[src/rtl/cpu_pkg.sv]
// Shared CPU definitions: opcodes, ALU control encodings, datapath widths, ID/EX slot layout.
// Latency: n/a (types and constants only).
// Backpressure: n/a.
package cpu_pkg;

  localparam int DATA_W = 32;
  localparam int REG_W  = 5;

  typedef enum logic [5:0] {
    OP_SUB = 6'b000000,
    OP_ORI = 6'b000001,
    OP_LW  = 6'b000010,
    OP_SW  = 6'b000011
  } opcode_e;

  typedef enum logic [1:0] {
    ALUOP_NONE  = 2'b00,
    ALUOP_RTYPE = 2'b10,
    ALUOP_ADDOR = 2'b11
  } aluOp_e;

  typedef enum logic [1:0] {
    ALUSRC_REG  = 2'b00,
    ALUSRC_ZEXT = 2'b01,
    ALUSRC_SEXT = 2'b10
  } aluSrc_e;

  typedef struct packed {
    logic       regDst;
    logic       memRead;
    logic       memWrite;
    logic       regWrite;
    logic       memToReg;
    logic [1:0] aluOp;
    logic [1:0] aluSrc;
  } ctrl_t;

  typedef struct packed {
    logic              valid;
    ctrl_t             ctrl;
    logic [DATA_W-1:0] rd1;
    logic [DATA_W-1:0] rd2;
    logic [DATA_W-1:0] imm;
    logic [REG_W-1:0]  rs;
    logic [REG_W-1:0]  rt;
    logic [REG_W-1:0]  rd;
  } exReg_t;

  // A bubble is an all-zero slot: invalid, no side effects, NONE/REG ALU controls.
  localparam exReg_t EX_BUBBLE = '0;

  // rt is a source operand only when it is not the destination (SUB reads rt, SW stores rt).
  function automatic logic usesRt(input logic regDst, input logic memWrite);
    return regDst | memWrite;
  endfunction

endpackage

[src/rtl/hazard_detect.sv]
// Load-use hazard detector: flags an ID instruction that reads the register a load in EX writes.
// Latency: purely combinational, same cycle.
// Backpressure: none; its output is what drives the pipeline stall.
module hazard_detect
  import cpu_pkg::*;
(
  input  logic             exValid,
  input  logic             exMemRead,
  input  logic [REG_W-1:0] exRt,
  input  logic             idValid,
  input  logic [REG_W-1:0] idRs,
  input  logic [REG_W-1:0] idRt,
  input  logic             idRegDst,
  input  logic             idMemWrite,
  output logic             hazard
);

  logic rsMatch;
  logic rtMatch;

  // $0 is never really written, so a load targeting it can never cause a stall.
  always_comb begin
    rsMatch = (exRt == idRs);
    rtMatch = usesRt(idRegDst, idMemWrite) && (exRt == idRt);
    hazard  = exValid && exMemRead && (exRt != '0) && idValid && (rsMatch || rtMatch);
  end

endmodule

[src/rtl/id_ex_stage.sv]
// ID/EX pipeline register with load-use stall and flush; counts inserted stall bubbles.
// Latency: one cycle ID to EX; a load-use stall costs exactly one bubble.
// Backpressure: on a hazard pc_write/if_id_write drop combinationally to hold IF and ID.
module id_ex_stage
  import cpu_pkg::*;
(
  input  logic        clk,
  input  logic        rst_n,
  input  logic        id_valid,
  input  logic        id_reg_dst,
  input  logic        id_mem_read,
  input  logic        id_mem_write,
  input  logic        id_reg_write,
  input  logic        id_mem_to_reg,
  input  logic [1:0]  id_alu_op,
  input  logic [1:0]  id_alu_src,
  input  logic [31:0] id_rd1,
  input  logic [31:0] id_rd2,
  input  logic [31:0] id_imm,
  input  logic [4:0]  id_rs,
  input  logic [4:0]  id_rt,
  input  logic [4:0]  id_rd,
  input  logic        flush,
  output logic        ex_valid,
  output logic        ex_reg_dst,
  output logic        ex_mem_read,
  output logic        ex_mem_write,
  output logic        ex_reg_write,
  output logic        ex_mem_to_reg,
  output logic [1:0]  ex_alu_op,
  output logic [1:0]  ex_alu_src,
  output logic [31:0] ex_rd1,
  output logic [31:0] ex_rd2,
  output logic [31:0] ex_imm,
  output logic [4:0]  ex_rs,
  output logic [4:0]  ex_rt,
  output logic [4:0]  ex_rd,
  output logic        pc_write,
  output logic        if_id_write,
  output logic [15:0] bubble_cnt
);

  logic        hazard;
  exReg_t      idSlot;
  exReg_t      exQ;
  logic [15:0] bubbleCnt;

  hazard_detect uHazard (
    .exValid    (exQ.valid),
    .exMemRead  (exQ.ctrl.memRead),
    .exRt       (exQ.rt),
    .idValid    (id_valid),
    .idRs       (id_rs),
    .idRt       (id_rt),
    .idRegDst   (id_reg_dst),
    .idMemWrite (id_mem_write),
    .hazard     (hazard)
  );

  // A flush overrides the stall: the squashed instruction must not hold the front end.
  assign pc_write    = ~hazard | flush;
  assign if_id_write = ~hazard | flush;

  // Assemble the ID slot; side-effect bits are gated so an invalid slot can never write state.
  always_comb begin
    idSlot               = '0;
    idSlot.valid         = id_valid;
    idSlot.ctrl.regDst   = id_reg_dst    & id_valid;
    idSlot.ctrl.memRead  = id_mem_read   & id_valid;
    idSlot.ctrl.memWrite = id_mem_write  & id_valid;
    idSlot.ctrl.regWrite = id_reg_write  & id_valid;
    idSlot.ctrl.memToReg = id_mem_to_reg & id_valid;
    idSlot.ctrl.aluOp    = id_alu_op;
    idSlot.ctrl.aluSrc   = id_alu_src;
    idSlot.rd1           = id_rd1;
    idSlot.rd2           = id_rd2;
    idSlot.imm           = id_imm;
    idSlot.rs            = id_rs;
    idSlot.rt            = id_rt;
    idSlot.rd            = id_rd;
  end

  // Pipeline register: flush or hazard loads a bubble, otherwise capture the ID slot.
  always_ff @(posedge clk or negedge rst_n) begin
    if (!rst_n) begin
      exQ <= EX_BUBBLE;
    end else if (flush || hazard) begin
      exQ <= EX_BUBBLE;
    end else begin
      exQ <= idSlot;
    end
  end

  // Saturating count of stall bubbles; flush bubbles are not stalls and are not counted.
  always_ff @(posedge clk or negedge rst_n) begin
    if (!rst_n) begin
      bubbleCnt <= '0;
    end else if (hazard && !flush && (bubbleCnt != 16'hFFFF)) begin
      bubbleCnt <= bubbleCnt + 16'd1;
    end
  end

  assign ex_valid      = exQ.valid;
  assign ex_reg_dst    = exQ.ctrl.regDst;
  assign ex_mem_read   = exQ.ctrl.memRead;
  assign ex_mem_write  = exQ.ctrl.memWrite;
  assign ex_reg_write  = exQ.ctrl.regWrite;
  assign ex_mem_to_reg = exQ.ctrl.memToReg;
  assign ex_alu_op     = exQ.ctrl.aluOp;
  assign ex_alu_src    = exQ.ctrl.aluSrc;
  assign ex_rd1        = exQ.rd1;
  assign ex_rd2        = exQ.rd2;
  assign ex_imm        = exQ.imm;
  assign ex_rs         = exQ.rs;
  assign ex_rt         = exQ.rt;
  assign ex_rd         = exQ.rd;
  assign bubble_cnt    = bubbleCnt;

endmodule

[config.mk]
export PLATFORM = sky130hd
export DESIGN_NAME = id_ex_stage
export DESIGN_NICKNAME = d
export VERILOG_FILES = /design/src/rtl/cpu_pkg.sv /design/src/rtl/hazard_detect.sv /design/src/rtl/id_ex_stage.sv
export SDC_FILE = /design/constraint.sdc
export NUM_CORES = 1
export LEC_CHECK = 0
export ABC_AREA = 1
export CORE_AREA = 2 2 118 120
export DETAILED_ROUTE_END_ITERATION = 16
export DIE_AREA = 0 0 120 122
export GPL_TIMING_DRIVEN = 0
export HOLD_SLACK_MARGIN = 0.06
export PLACE_DENSITY = 0.84
export SLEW_MARGIN = 10
export SYNTH_ARGS = -nofsm -noshare
export SYNTH_HDL_FRONTEND = slang
export SYNTH_SLANG_ARGS = --single-unit
[constraint.sdc]
create_clock -name clk -period 2 [get_ports clk]
set_input_delay 0.4 -clock clk [delete_from_list [all_inputs] [get_ports clk]]
set_output_delay 0.4 -clock clk [all_outputs]
set_load 0.1 [all_outputs]
# Yosys cells after proc, flatten, opt, wreduce, memory -nomap -nowiden
# Index checks and enable logic that the tools add are counted.
[totals] reg_bits=137 output_inout_bits=139 word_cells=39
[op_classes] addsub=1 bitwise_logic=8 n_mux=1 n_reduce_logical=11 n_eq_ne=3
[ops] cell="$mux W121" n=1
[ops] cell="$add A16 B1 Y16 const B" n=1
[ops] cell="$ne A16 B16 Y1 const B" n=1
[ops] cell="$eq A5 B5 Y1" n=2
[ops] cell="$logic_and A1 B1 Y1" n=7
[ops] cell="$and A1 B1 Y1" n=5
[ops] cell="$reduce_bool A5 Y1" n=1
[ops] cell="$logic_or A1 B1 Y1" n=2
[ops] cell="$or A1 B1 Y1" n=2
[ops] cell="$logic_not A1 Y1" n=1
[ops] cell="$not A1 Y1" n=1

# Logic depth before layout (Yosys ltp)
[logic_depth] ltp_word=6 depth_mapped=11

# Cells and area by module
# From an unflattened synthesis, not the netlist that was laid out.
[hier_totals] hier_cells=585 hier_area_um2=5301.3
[modules_own_cells] module="id_ex_stage" area_each_um2=5079.9 cells_per_inst=532 instances=1
[modules_own_cells] module="hazard_detect" area_each_um2=221.5 cells_per_inst=53 instances=1

# Worst setup path before layout
# Ideal clock, no wire load.
[synth_timing] kind="register to output" start="reg exQ (netlist bit ex_rt[3])" end="out pc_write" slack_ns=-0.773 stages_incl_launch_ff=9 t_arrival_ns=2.373 path_buffers=1 t_required_ns=1.600 cell_sequence="dfrtp_1 > inv_2 > nand2_1 > nand2_1 > nor2_1 > nand3_1 > nand2_2 > nand3_2 > buf_4"
[synth_via] elab_chain_cells=6 word_cells_on_any_way=10
[synth_lines] item="start, declared" line_no="id_ex_stage.sv:45" source="exReg_t exQ;"
[synth_lines] item="start signal, assigned" line_no="id_ex_stage.sv:90" source="exQ <= idSlot;"
[synth_lines] item="$eq A5 B5 Y1 or $reduce_bool A5 Y1 (tied branches)" line_no="hazard_detect.sv:24, hazard_detect.sv:25"
[synth_lines] item="$logic_and A1 B1 Y1 (on tied branches)" line_no="hazard_detect.sv:24, hazard_detect.sv:25"
[synth_lines] item="$logic_or A1 B1 Y1 or $logic_and A1 B1 Y1 (tied branches)" line_no="hazard_detect.sv:25" source="hazard = exValid && exMemRead && (exRt != '0) && idValid && (rsMatch || rtMatch);"
[synth_lines] item="$logic_and A1 B1 Y1 (*)" line_no="hazard_detect.sv:25"
[synth_lines] item="$not A1 Y1 (*)"
[synth_lines] item="$or A1 B1 Y1 (*)"
[synth_lines] item="end, declared" line_no="id_ex_stage.sv:38" source="output logic pc_write,"
# Mark *: on every way between the ends. The rest lies on a longest branch, timed or not.

# Worst setup path in the final report
[layout_timing] start="reg exQ (netlist bit ex_rt[1])" end="out pc_write"
[layout_via] elab_chain_cells=6 word_cells_on_any_way=10
[layout_lines] item="$eq A5 B5 Y1 or $reduce_bool A5 Y1 (tied branches)" line_no="hazard_detect.sv:24, hazard_detect.sv:25"
[layout_lines] item="$logic_and A1 B1 Y1 (on tied branches)" line_no="hazard_detect.sv:24, hazard_detect.sv:25"
[layout_lines] item="$logic_or A1 B1 Y1 or $logic_and A1 B1 Y1 (tied branches)" line_no="hazard_detect.sv:25"
[layout_lines] item="$logic_and A1 B1 Y1 (*)" line_no="hazard_detect.sv:25"
[layout_lines] item="$not A1 Y1 (*)" line_no="id_ex_stage.sv:61" source="assign pc_write = ~hazard | flush;"
[layout_lines] item="$or A1 B1 Y1 (*)" line_no="id_ex_stage.sv:61"
# Marked as above.

==> impl_metrics.toml <==
[cts]
cts_root_buf = "clkbuf_16"
clk_latency_ns = 0.41
clkTransAtPathRegs_ns = 0.06
cts.sinks = 137
cts_tree = "built"
numCtsBuffers = 17
clk_path_buf_depth = 2
htreeDepth = 4

[placement]
numPortBuffers = 262
dpl.cell_count = 996
post-place-ws_ns = -1.02
dp_hpwl_mm = 10.5
place.gp.congestion = 0.846

[global_route]
antenna_found_initial = 0
grt_max_degree = 72
first_global_vias = 4483
grt_pass1_wl_mm = 21.9
grt_util_all_layers_pct = 19.8
grt_overflow_total = 0

[critical_path]
r2r_end = "ex_reg_dst"
crit_arrival_ns = 1.78
cp.required_ns = 1.60
worstRegToRegCells = 12
reg2reg_from = "ex_rt[1]"
crit_type = "flop to primary output"
worst_setup_path_start_kind = "flop"
cp-end-kind = "primary output"
crit_fanout = 4
rrSetupSlack_ns = 0.05

[pwr]
power_frac_comb_pct = 21.2
p_leak_nw = 4.55
p_int_mw = 5.27
irDropWorstVdd_v = 0.000549
switchingPower_mw = 2.47
pwr-share-clk_pct = 40.9
pwr-share-seq_pct = 38.0
swShare_pct = 31.9
powerDensity_nw_per_um2 = 896

[yosys]
yosysWarningCount = 0
synthFlopType = "dfrtp_1"
syn_avg_cell_area_sq_um = 9.44
async_reset_ff_share_pct = 100
synth_top_area_share_pct = 65.7
synth_cell_types = 23
yosys.area.top_type = "dfrtp_1"
ys_ff_latch = 137
muxShareOfSynthArea_pct = 0
synth-seq-area-share_pct = 65.7
synth-edff-count = 0
synthTopCellsByCount = "dfrtp_1 (137), nor2_1 (133), inv_1 (127)"
synth_fp_nets = 678
synthSimpleGateAreaFrac_pct = 19.4
synth_most_common_cell = "dfrtp_1"
synth_top_family_by_area = "simple AND/OR/NAND/NOR gates"
synth_area_sq_um = 5220
synth_xor_area_share_pct = 2.52
yosys-top-cells-area = "dfrtp_1 (66%), nor2_1 (9.6%), inv_1 (9.1%), nand2_1 (6.5%), xor2_1 (1.7%)"
synthAdderAreaFrac_pct = 0.240
synthesis.instances = 553
synth-compound-area-share_pct = 0.240

[detailed_routing]
dr.max_layer_used = "met4"
met1Wirelength_mm = 4.83
dr.pass1.iters = 4
avgViaCountPerCell = 4.21
vias = 4351
drc = 0
antenna_left = 0
wl_met2_mm = 7.43
wl_mm = 14.0
wl_met3_mm = 1.48
drt-wirelength-per-cell_microns = 13.6
drtIter0Drc = 149

[timing]
fmax_mhz = 459
tns_ns = -0.246
finClkSkew_ns = 0.00803
setup_violations = 2
fin_hold_ws_ns = 0.273
rsz0062_at_grt = "yes"
setup_ws_ns = -0.176
finalHoldViolCount = 0
period_needed_ns = 2.18
fin_crit_sh_pct = 109
slew_viol_final = 0
worst_pin_slew_ns = 0.976
relSlewSlack_pct = 35.2

[die]
core_area_sq_um = 13500
die_area_sq_um = 14600
num_rows = 43
die_y_microns = 122
die_width_microns = 120
ios = 263
start_util_pct = 38.6

[hold_path]
holdPathStages = 3
hp-start = "id_rt[0]"
hold_class = "input pin to flop"
whs_endpoint = "ex_rt[0]"

[final_layout]
drive_gt1_share_pct = 21.1
instances_no_fill = 1033
syn_to_final_growth_pct = 65.7
final_nets = 966
postLayoutCoreUtil_pct = 64.0
insertedDiodeCount = 0

[status]
status = "finished, violations left"
violations = "setup timing"

[flow_run]
cap_violations = 0
[power groups by stage]
stage                     Combinational [mW]  Clock (mW)  Sequential (mW)
after floorplan                        0.165           0             3.92
after global placement                  1.70           0             2.99
after detailed placement                1.72           0             2.99
after CTS                               1.66        3.22             2.94
after global routing                    1.72        3.36             2.95
final                                   1.64        3.17             2.94
[critical path: stages (launching register included)]
cell	delay (ns)
dfrtp_4	0.51
nand2_2	0.08
nand2_2	0.06
nor2_2	0.11
nand3_1	0.09
nand2_2	0.11
nand3_4	0.12
buf_8	0.14
buf_12	0.15
[metrics by stage]
step                      power (mW)  instance area (sq um)
after CTS                       7.82                   8790
after global placement          4.69                   8120
after detailed placement        4.71                   8150
after global routing            8.03                   8650
after floorplan                 4.08                   5270
final                           7.74                   8650
[how the worst max path moves through the flow]
| stage | startpoint | endpoint | slack, ns | cells past startpoint |
|---|---|---|---|---|
| 2_1_floorplan | ex_rt[3] | pc_write | -0.07 | 8 |
| 3_5_place_dp | id_valid | pc_write | -1.02 | 7 |
| 4_1_cts | ex_rt[0] | pc_write | -0.20 | 8 |
| 6_report | ex_rt[1] | pc_write | -0.18 | 8 |
| 5_1_grt | ex_rt[4] | pc_write | -0.24 | 8 |
| 3_3_place_gp | rst_n | ex_rt[0] | -5.90 | 1 |
[logic make-up (layout without fill, tap and decap cells)]
family	Yosys count	in the layout
AND/OR/NAND/NOR	249	249
buffers and inverters	149	449
flip-flops	137	137
AO/OA/AOI/OAI	2	2
XOR/XNOR	15	15
adder cells (fa/ha/maj)	1	1
[per-layer routing]
metal  global-route usage [%]  up-vias
li1                         -     2143
met1                     19.5     1993
met2                     35.8      191
met3                     9.22       24
met4                     7.79        0
met5                        0        -
[cells in the final DEF (no fill, tap or decap), types with 2 or more instances in the layout]
cell type	synthesis	routed
inv_1	127	126
dlygate4sd2_1	0	7
buf_12	0	2
nand2_2	2	6
buf_6	2	4
clkdlybuf4s15_1	0	45
nor3_1	4	4
nand4_1	6	6
clkbuf_16	0	17
clkinvlp_4	0	5
buf_4	11	14
clkdlybuf4s15_2	0	40
dfrtp_1	137	121
nor2_2	0	2
clkdlybuf4s50_1	0	118
buf_2	3	3
dfrtp_4	0	6
inv_6	0	3
inv_2	6	6
dlymetal6s2s_1	0	2
nand2_1	90	86
nand3_1	8	8
bufinv_16	0	3
clkbuf_2	0	47
nor2_1	133	131
xor2_1	10	10
dfrtp_2	0	10
xnor2_1	5	5
clkinv_2	0	2
[repair_timing]
| action | CTS | global route |
|---|---|---|
| pin swaps | 1 | 9 |
| resized for setup | 304 | 83 |
| endpoints found under the setup margin | 139 | 80 |
| buffers inserted | 1 | 4 |
| hold buffers | 1 | 0 |
| hold endpoints to repair | 70 | 0 |
[layout make-up]
class | instances | area [sq um]
clock inverters | 14 | 173
multi-input cells | 267 | 1200
well taps | 180 | 225
plain buffers | 16 | 131
repair buffers | 269 | 2530
flip-flops and latches | 137 | 3460
clock buffers | 17 | 425
inverters | 133 | 502
fillers | 1072 | 4860
(Power assumes the default switching activity.)
